[config.mk]
export PLATFORM = sky130hd
export DESIGN_NAME = pla_br2_result_buf
export DESIGN_NICKNAME = d
export VERILOG_FILES = /design/src/rtl/pla_br2_result_buf.sv
export SDC_FILE = /design/constraint.sdc
export NUM_CORES = 1
export LEC_CHECK = 0
export ABC_AREA = 1
export CAP_MARGIN = 20
export CELL_PAD_IN_SITES_DETAIL_PLACEMENT = 1
export CELL_PAD_IN_SITES_GLOBAL_PLACEMENT = 1
export CORE_MARGIN = 10
export CORE_UTILIZATION = 43
export CTS_CLUSTER_SIZE = 8
export DETAILED_ROUTE_END_ITERATION = 10
export PLACE_DENSITY_LB_ADDON = 0.15
export SLEW_MARGIN = 15
export SYNTH_ARGS = -nofsm -noshare
export SYNTH_HDL_FRONTEND = slang
export SYNTH_SLANG_ARGS = --single-unit
[constraint.sdc]
create_clock -name clk -period 3 [get_ports clk]
set_input_delay 0.6 -clock clk [delete_from_list [all_inputs] [get_ports clk]]
set_output_delay 0.6 -clock clk [all_outputs]
set_load 0.005 [all_outputs]
[src/rtl/pla_br2_result_buf.sv]
// ---------------------------------------------------------------------------
// pla_br2_result_buf
//
// Four-entry result FIFO behind the br2 decode PLA. Each stored result gets a
// 4-bit sequence tag so that downstream logic can spot gaps. When filter_zero
// is high on the accepting edge, all-zero results are dropped instead of
// stored, and a saturating drop counter records them.
//
// Optional feature macro: PLA_BR2_PARITY_EN
//    When defined, each entry keeps an odd-parity bit (XOR of its 8 data bits,
//    computed at write), presented on out_par for the head entry.
//
// Ports
//    clk          in   1  sole clock, rising edge
//    rst          in   1  synchronous active-high reset
//    in_valid     in   1  in_z holds a PLA result
//    in_z         in   8  PLA outputs z7..z0 (z0 is bit 0)
//    in_ready     out  1  buffer can accept this cycle (occupancy < 4)
//    filter_zero  in   1  discard all-zero results instead of storing them
//    out_valid    out  1  head entry valid (occupancy > 0)
//    out_z        out  8  head entry data, 0 when empty
//    out_seq      out  4  head entry sequence tag, 0 when empty
//    out_ready    in   1  downstream consumes the head entry
//    drop_cnt     out  8  saturating count of filtered all-zero results
//    out_par      out  1  parity of head entry (PLA_BR2_PARITY_EN only)
// ---------------------------------------------------------------------------
module pla_br2_result_buf (
   input  logic       clk,
   input  logic       rst,
   input  logic       in_valid,
   input  logic [7:0] in_z,
   output logic       in_ready,
   input  logic       filter_zero,
   output logic       out_valid,
   output logic [7:0] out_z,
   output logic [3:0] out_seq,
   input  logic       out_ready,
   output logic [7:0] drop_cnt
`ifdef PLA_BR2_PARITY_EN
   ,
   output logic       out_par
`endif
);

   // Control state
   logic [2:0] occ_q,  occ_d;
   logic [1:0] head_q, head_d;
   logic [1:0] tail_q, tail_d;
   logic [3:0] seq_q,  seq_d;
   logic [7:0] drop_q, drop_d;

   // Entry storage; not reset, the empty case is masked at the outputs
   logic [7:0] data_q [4];
   logic [3:0] tag_q  [4];
`ifdef PLA_BR2_PARITY_EN
   logic [3:0] par_q;
`endif

   logic accept;
   logic is_drop;
   logic store;
   logic pop;

   // Occupancy < 4 is simply bit 2 clear, since occupancy never exceeds 4
   assign in_ready  = ~occ_q[2];
   assign out_valid = (occ_q != 3'd0);

   assign accept  = in_valid & in_ready;
   // filter_zero only matters on the accepting edge
   assign is_drop = accept & filter_zero & (in_z == 8'h00);
   assign store   = accept & ~is_drop;
   assign pop     = out_valid & out_ready;

   always_comb begin
      occ_d  = occ_q + {2'b00, store} - {2'b00, pop};
      head_d = pop   ? head_q + 2'd1 : head_q;
      tail_d = store ? tail_q + 2'd1 : tail_q;
      seq_d  = store ? seq_q  + 4'd1 : seq_q;
      drop_d = (is_drop && (drop_q != 8'hFF)) ? drop_q + 8'd1 : drop_q;
   end

   always_ff @(posedge clk) begin
      if (rst) begin
         occ_q  <= 3'd0;
         head_q <= 2'd0;
         tail_q <= 2'd0;
         seq_q  <= 4'd0;
         drop_q <= 8'd0;
      end else begin
         occ_q  <= occ_d;
         head_q <= head_d;
         tail_q <= tail_d;
         seq_q  <= seq_d;
         drop_q <= drop_d;
      end
   end

   // Writes are suppressed during reset so a handshake in that cycle is ignored
   always_ff @(posedge clk) begin
      if (store && !rst) begin
         data_q[tail_q] <= in_z;
         tag_q[tail_q]  <= seq_q;
      end
   end

`ifdef PLA_BR2_PARITY_EN
   always_ff @(posedge clk) begin
      if (store && !rst) begin
         par_q[tail_q] <= ^in_z;
      end
   end

   assign out_par = out_valid ? par_q[head_q] : 1'b0;
`endif

   assign out_z    = out_valid ? data_q[head_q] : 8'h00;
   assign out_seq  = out_valid ? tag_q[head_q]  : 4'h0;
   assign drop_cnt = drop_q;

endmodule

Yosys cells after proc, flatten, opt, wreduce, memory -nomap -nowiden
Memories as Yosys holds them, arrays and structs flattened. A register that Yosys moved wholly into a read port is not among the register bits.
Cells that the tools add are included.
W data, S select, Z words.
- bits in registers: 19
- RAM bits: 48
- input port bits: 13
- output and inout bits: 22
- word-level logic and storage cells: 34
- memories kept: 2
- memories (name ; depth ; width ; rd ports ; clocked after Yosys merged registers in ; write ports ; RTL line ; text):
    data_q ; 4 ; 8 ; 1 ; 1 ; 1 ; 53 ; logic [7:0] data_q [4];
    tag_q ; 4 ; 4 ; 1 ; 1 ; 1 ; 54 ; logic [3:0] tag_q [4];
- add/subtract/negate cells: 6
- equality and inequality tests: 1
- mux-type cells: 8
- bitwise logic cells: 7
- reduce and logical (&&, ||, !) cells: 5
- operators with widths (operator ; number):
    $add A8 B1 Y8 const B ; 1
    $logic_not A8 Y1 ; 1
    $mux W2 ; 4
    $mux W8 ; 1
    $ne A8 B8 Y1 const B ; 1
    $and A1 B1 Y1 ; 5
    $add A2 B1 Y2 const B ; 2
    $add A4 B1 Y4 const B ; 1
    $mux W4 ; 1
    $add A3 B1 Y3 ; 1
    $reduce_bool A3 Y1 ; 1
    $sub A3 B1 Y3 ; 1
    $logic_and A1 B1 Y1 ; 2
    $mux W1 ; 2
    $not A1 Y1 ; 2
    $logic_not A1 Y1 ; 1

Logic depth before layout (Yosys ltp)
- word-level depth: 9
- gate-level depth with buffers: 14
- gate-level depth less buffers: 14

Least setup slack after synthesis
No wires, ideal clock.
- path kind: input to register
- from: input in_valid
- to: memory data_q[1][0] (enable)
- arrival: 2001 ps
- data required time: 2601 ps
- path slack: 600 ps
- cell stages on the path: 7
- buffers on the path: 0
- cells stage by stage: inv_1 > nor2_4 > nand2_2 > nor2_4 > nand2_2 > nand2_1 > nor3b_1
- longest elaborated chain between the ends: 8
- RTL lines (item ; RTL line ; text):
    start: declaration ; 30 ; input logic in_valid,
    $and A1 B1 Y1 * ; 68 ; assign accept = in_valid & in_ready;
    $and A1 B1 Y1 (2 in a row) ; 70 ; assign is_drop = accept & filter_zero & (in_z == 8'h00);
    $not A1 Y1 ; 71 ; assign store = accept & ~is_drop;
    $and A1 B1 Y1 * ; 71 ;
    $logic_and A1 B1 Y1 * ; 100 ; if (store && !rst) begin
    $mux W1 * ; 100 ;
    $mux W1 (not written as such) * ; 101 ; data_q[tail_q] <= in_z;
    end: declaration ; 53 ;
Every way passes the cells marked *; elsewhere a longest branch is shown, timed or not.

Worst setup path in the final report
- from: input in_z[1]
- to: register occ_q[2]
- longest elaborated chain between the ends: 6
- RTL lines (item ; RTL line ; text):
    start: declaration ; 31 ; input logic [7:0] in_z,
    $logic_not A8 Y1 ; 70 ;
    $and A1 B1 Y1 ; 70 ;
    $not A1 Y1 ; 71 ;
    $and A1 B1 Y1 ; 71 ;
    $add A3 B1 Y3 ; 75 ; occ_d = occ_q + {2'b00, store} - {2'b00, pop};
    $sub A3 B1 Y3 ; 75 ;
    end signal: assignment ; 84 ; occ_q <= 3'd0;
    end signal: assignment ; 90 ; occ_q <= occ_d;
    end: declaration ; 46 ; logic [2:0] occ_q, occ_d;
Every way passes these cells.
A chain may end at the register's enable or synchronous reset.

==> impl_metrics.py <==
metrics = {
    "status": {
        "status": "finished, final reports clean",
    },
    "setup_path": {
        "path_class": "in -> reg",
        "r2r-start": "occ_q[2]",
        "reg2reg_slack_ns": 0.74,
        "cp.required_ns": 3.25,
        "critPathMaxFanout": 5,
        "reg2reg_to": "occ_q[2]",
        "worst_r2r_path_depth": 13,
        "cp_data_arrival_time_ns": 3.00,
        "end_kind": "flop",
        "cp-start-kind": "primary input",
    },
    "placement": {
        "dp_cells": 475,
        "dp_hpwl_um": 5760,
        "portBuffers": 34,
        "place.gp.congestion": 0.709,
    },
    "synthesis": {
        "synth_cell_types": 22,
        "synth-compound-area-share_pct": 7.32,
        "syn_area_um2": 3140,
        "synth_simple_gate_area_share_pct": 21.7,
        "seq_area_frac_synth_pct": 59.2,
        "synth_adder_area_share_pct": 3.82,
        "postSynthCellCount": 339,
        "yosys.area_share.xor_xnor_pct": 1.39,
        "synth_nets": 361,
        "yosys_warnings": 0,
        "synthMuxAreaShare_pct": 0,
        "ys_ff_latch": 69,
        "synth_top_family_by_area": "simple AND/OR/NAND/NOR gates",
        "avgSynthCellArea_um2": 9.27,
    },
    "finish": {
        "antenna_cells": 0,
        "instances_no_fill": 491,
        "drive_above_1_share_pct": 11.7,
        "fill_cells": 825,
        "areaGrowthSynthToFinish_pct": 23.1,
        "layout.nets": 409,
    },
    "pwr": {
        "ir_drop_uv": 323,
        "cellLeakagePower_nw": 1.53,
        "power.density_nw_per_um2": 729,
    },
    "timing": {
        "fin_crit_ns": 2.74,
        "hold_viol": 0,
        "fmax_mhz": 364,
        "fin_crit_sh_pct": 91.5,
        "relSlewSlack_pct": 62.8,
        "worst-slew-pin-transition_ns": 0.558,
        "clock_skew_ns": 0.0107,
        "slew_violations": 0,
        "rsz0062_at_grt": "false",
        "setup_violations": 0,
        "final.setup.tns_ns": 0,
    },
    "clock_tree": {
        "clockRootBuffer": "clkbuf_8",
        "h-tree-depth": 3,
        "cts_resized": 0,
        "cts.sinks": 69,
        "cts_tree": "built",
        "post-cts-setup-buffer-count": 0,
        "ctsHoldBuffers": 0,
        "clk_pin_slew_ns": 0.08,
        "numCtsBuffers": 9,
        "clock_latency_ns": 0.33,
        "clk_path_buf_depth": 2,
    },
    "floorplanning": {
        "die_area_um2": 11100,
        "die_width_um": 105,
        "io_pins": 35,
        "initial_utilization_pct": 43.8,
        "die_y_um": 105,
        "core.rowCount": 31,
        "core-area_um2": 7180,
    },
    "detailed_routing": {
        "ant_nets": 0,
        "drt-pass1-iter-count": 4,
        "wl_per_cell_um": 16.5,
        "via_per_inst": 4.95,
        "drcViolationCount": 0,
        "wirelength_um": 8080,
        "num_vias": 2428,
        "drt_first_iter_violations": 125,
    },
    "global_route": {
        "antenna_found_initial": 0,
        "grt_max_degree": 25,
        "grt_pass1_vias": 2669,
        "grt_use_total_pct": 15.1,
        "grt-ovfl-total": 0,
        "grt_pass1_wl_um": 13400,
    },
    "worst_hold_path": {
        "hp-class": "reg -> reg",
        "hold_depth": 2,
        "min_from": "head_q[1]",
    },
    "run": {
        "maxCapViolCount": 0,
    },
}
-- worst max path at each step --
stage	slack [ns]	to	start
2_1_floorplan	0.60	data_q[1][0]	in_valid
3_3_place_gp	0.1	occ_q[2]	in_z[2]
3_5_place_dp	-0.1	occ_q[2]	in_z[1]
4_1_cts	0.25	occ_q[2]	in_z[1]
5_1_grt	0.11	occ_q[2]	in_z[1]
6_report	0.26	occ_q[2]	in_z[1]
-- cells in the final DEF (no fill, tap or decap), drive strengths merged, types with 4 or more instances in the layout --
cell type	count
nand3	14
inv	36
o21ai	26
xor2	4
buf	16
a21oi	20
clkdlybuf4s50	34
ha	8
nor3b	4
edfxtp	48
dfxtp	21
nand2	49
clkbuf	10
nor2	92
clkinv	4
-- sequential cells by signal (all words and copies together), names as in the netlist, named ones only --
name / cells
seq_q: 4
tag_q: 16
head_q: 2
occ_q: 3
drop_cnt: 8
data_q: 32
tail_q: 2
-- cells by family after synthesis --
family / Yosys count
AOI/OAI and AO/OA: 46
xor gates and xnor gates: 5
adders and majority gates: 9
buffers and inverters: 49
DFF: 69
and+or+nand+nor: 161
-- final cells by class --
type / count / area [um^2] / share of cell area (%)
Inverter: 36 / 135 / 3.49
Clock inverter: 6 / 65.1 / 1.68
Tap cell: 99 / 124 / 3.20
Sequential cell: 69 / 1860 / 48.1
Timing Repair Buffer: 50 / 460 / 11.9
Clock buffer: 10 / 128 / 3.30
Multi-Input combinational cell: 221 / 1100 / 28.3
-- critical path, stage by stage --
cell and delay, ns:
clkdlybuf4s50_1 0.51, nor2_1 0.21, nand2_2 0.09, nor2_4 0.09, nand2_2 0.06, nand2_1 0.11
ha_1 0.24, inv_1 0.06, ha_1 0.13, inv_1 0.05, fa_1 0.37, xor2_1 0.20
o21ai_0 0.10, a21oi_1 0.17
-- report_power, final --
group	total (W)	internal [W]	switching, W	leakage [nW]
sequential	0.00118	0.00111	0.0000662	0.609
clock	0.000727	0.000384	0.000343	0.0962
combinational	0.000915	0.000420	0.000495	0.825
total	0.00282	0.00192	0.000904	1.53
-- metal layers --
layer / part of all wire, % / up-vias / GRT usage (%) / wire, um
met4: 1.3 / 0 / 3.97 / 102
li1: - / 1194 / - / -
met3: 4.0 / 8 / 4.38 / 324
met2: 53 / 48 / 27.8 / 4280
met5: 0 / - / 0 / 0
met1: 42 / 1178 / 16.5 / 3370
-- per-stage QoR --
| step | hold slack, ns | cell area [um^2] | setup slack [ns] | util (%) | total power, W |
|---|---|---|---|---|---|
| 6_report | 0.493 | 3870 | 0.256 | 53.9 | 0.00282 |
| 2_1_floorplan | 0.433 | 3140 | 0.600 | - | 0.00164 |
| 3_5_place_dp | 0.482 | 3680 | -0.0963 | 51.2 | 0.00213 |
| 4_1_cts | 0.498 | 3870 | 0.251 | 53.9 | 0.00286 |
| 3_3_place_gp | 0.451 | 3680 | 0.0990 | 51.2 | 0.00209 |
| 5_1_grt | 0.522 | 3870 | 0.108 | 53.9 | 0.00300 |
-- cell usage after synthesis --
| master | count | area [um^2] |
|---|---|---|
| xor2_1 | 4 | 35.0 |
| nand2_2 | 4 | 25.0 |
| buf_6 | 2 | 22.5 |
| buf_2 | 5 | 25.0 |
| fa_1 | 1 | 20.0 |
| clkbuf_1 | 6 | 22.5 |
| dfxtp_1 | 21 | 420 |
| xnor2_1 | 1 | 8.76 |
| nand3_1 | 13 | 65.1 |
| edfxtp_1 | 48 | 1440 |
| ha_1 | 8 | 100 |
| a21oi_1 | 20 | 100 |
| o21ai_0 | 26 | 130 |
| nand2_1 | 45 | 169 |
| nor2_4 | 3 | 33.8 |
| nand4_1 | 2 | 12.5 |
| inv_2 | 2 | 7.51 |
| nor3b_1 | 4 | 30.0 |
| nand3_2 | 1 | 10.0 |
| nor2_2 | 1 | 6.26 |
| inv_1 | 34 | 128 |
| nor2_1 | 88 | 330 |
Power figures use the tool's default switching activity.
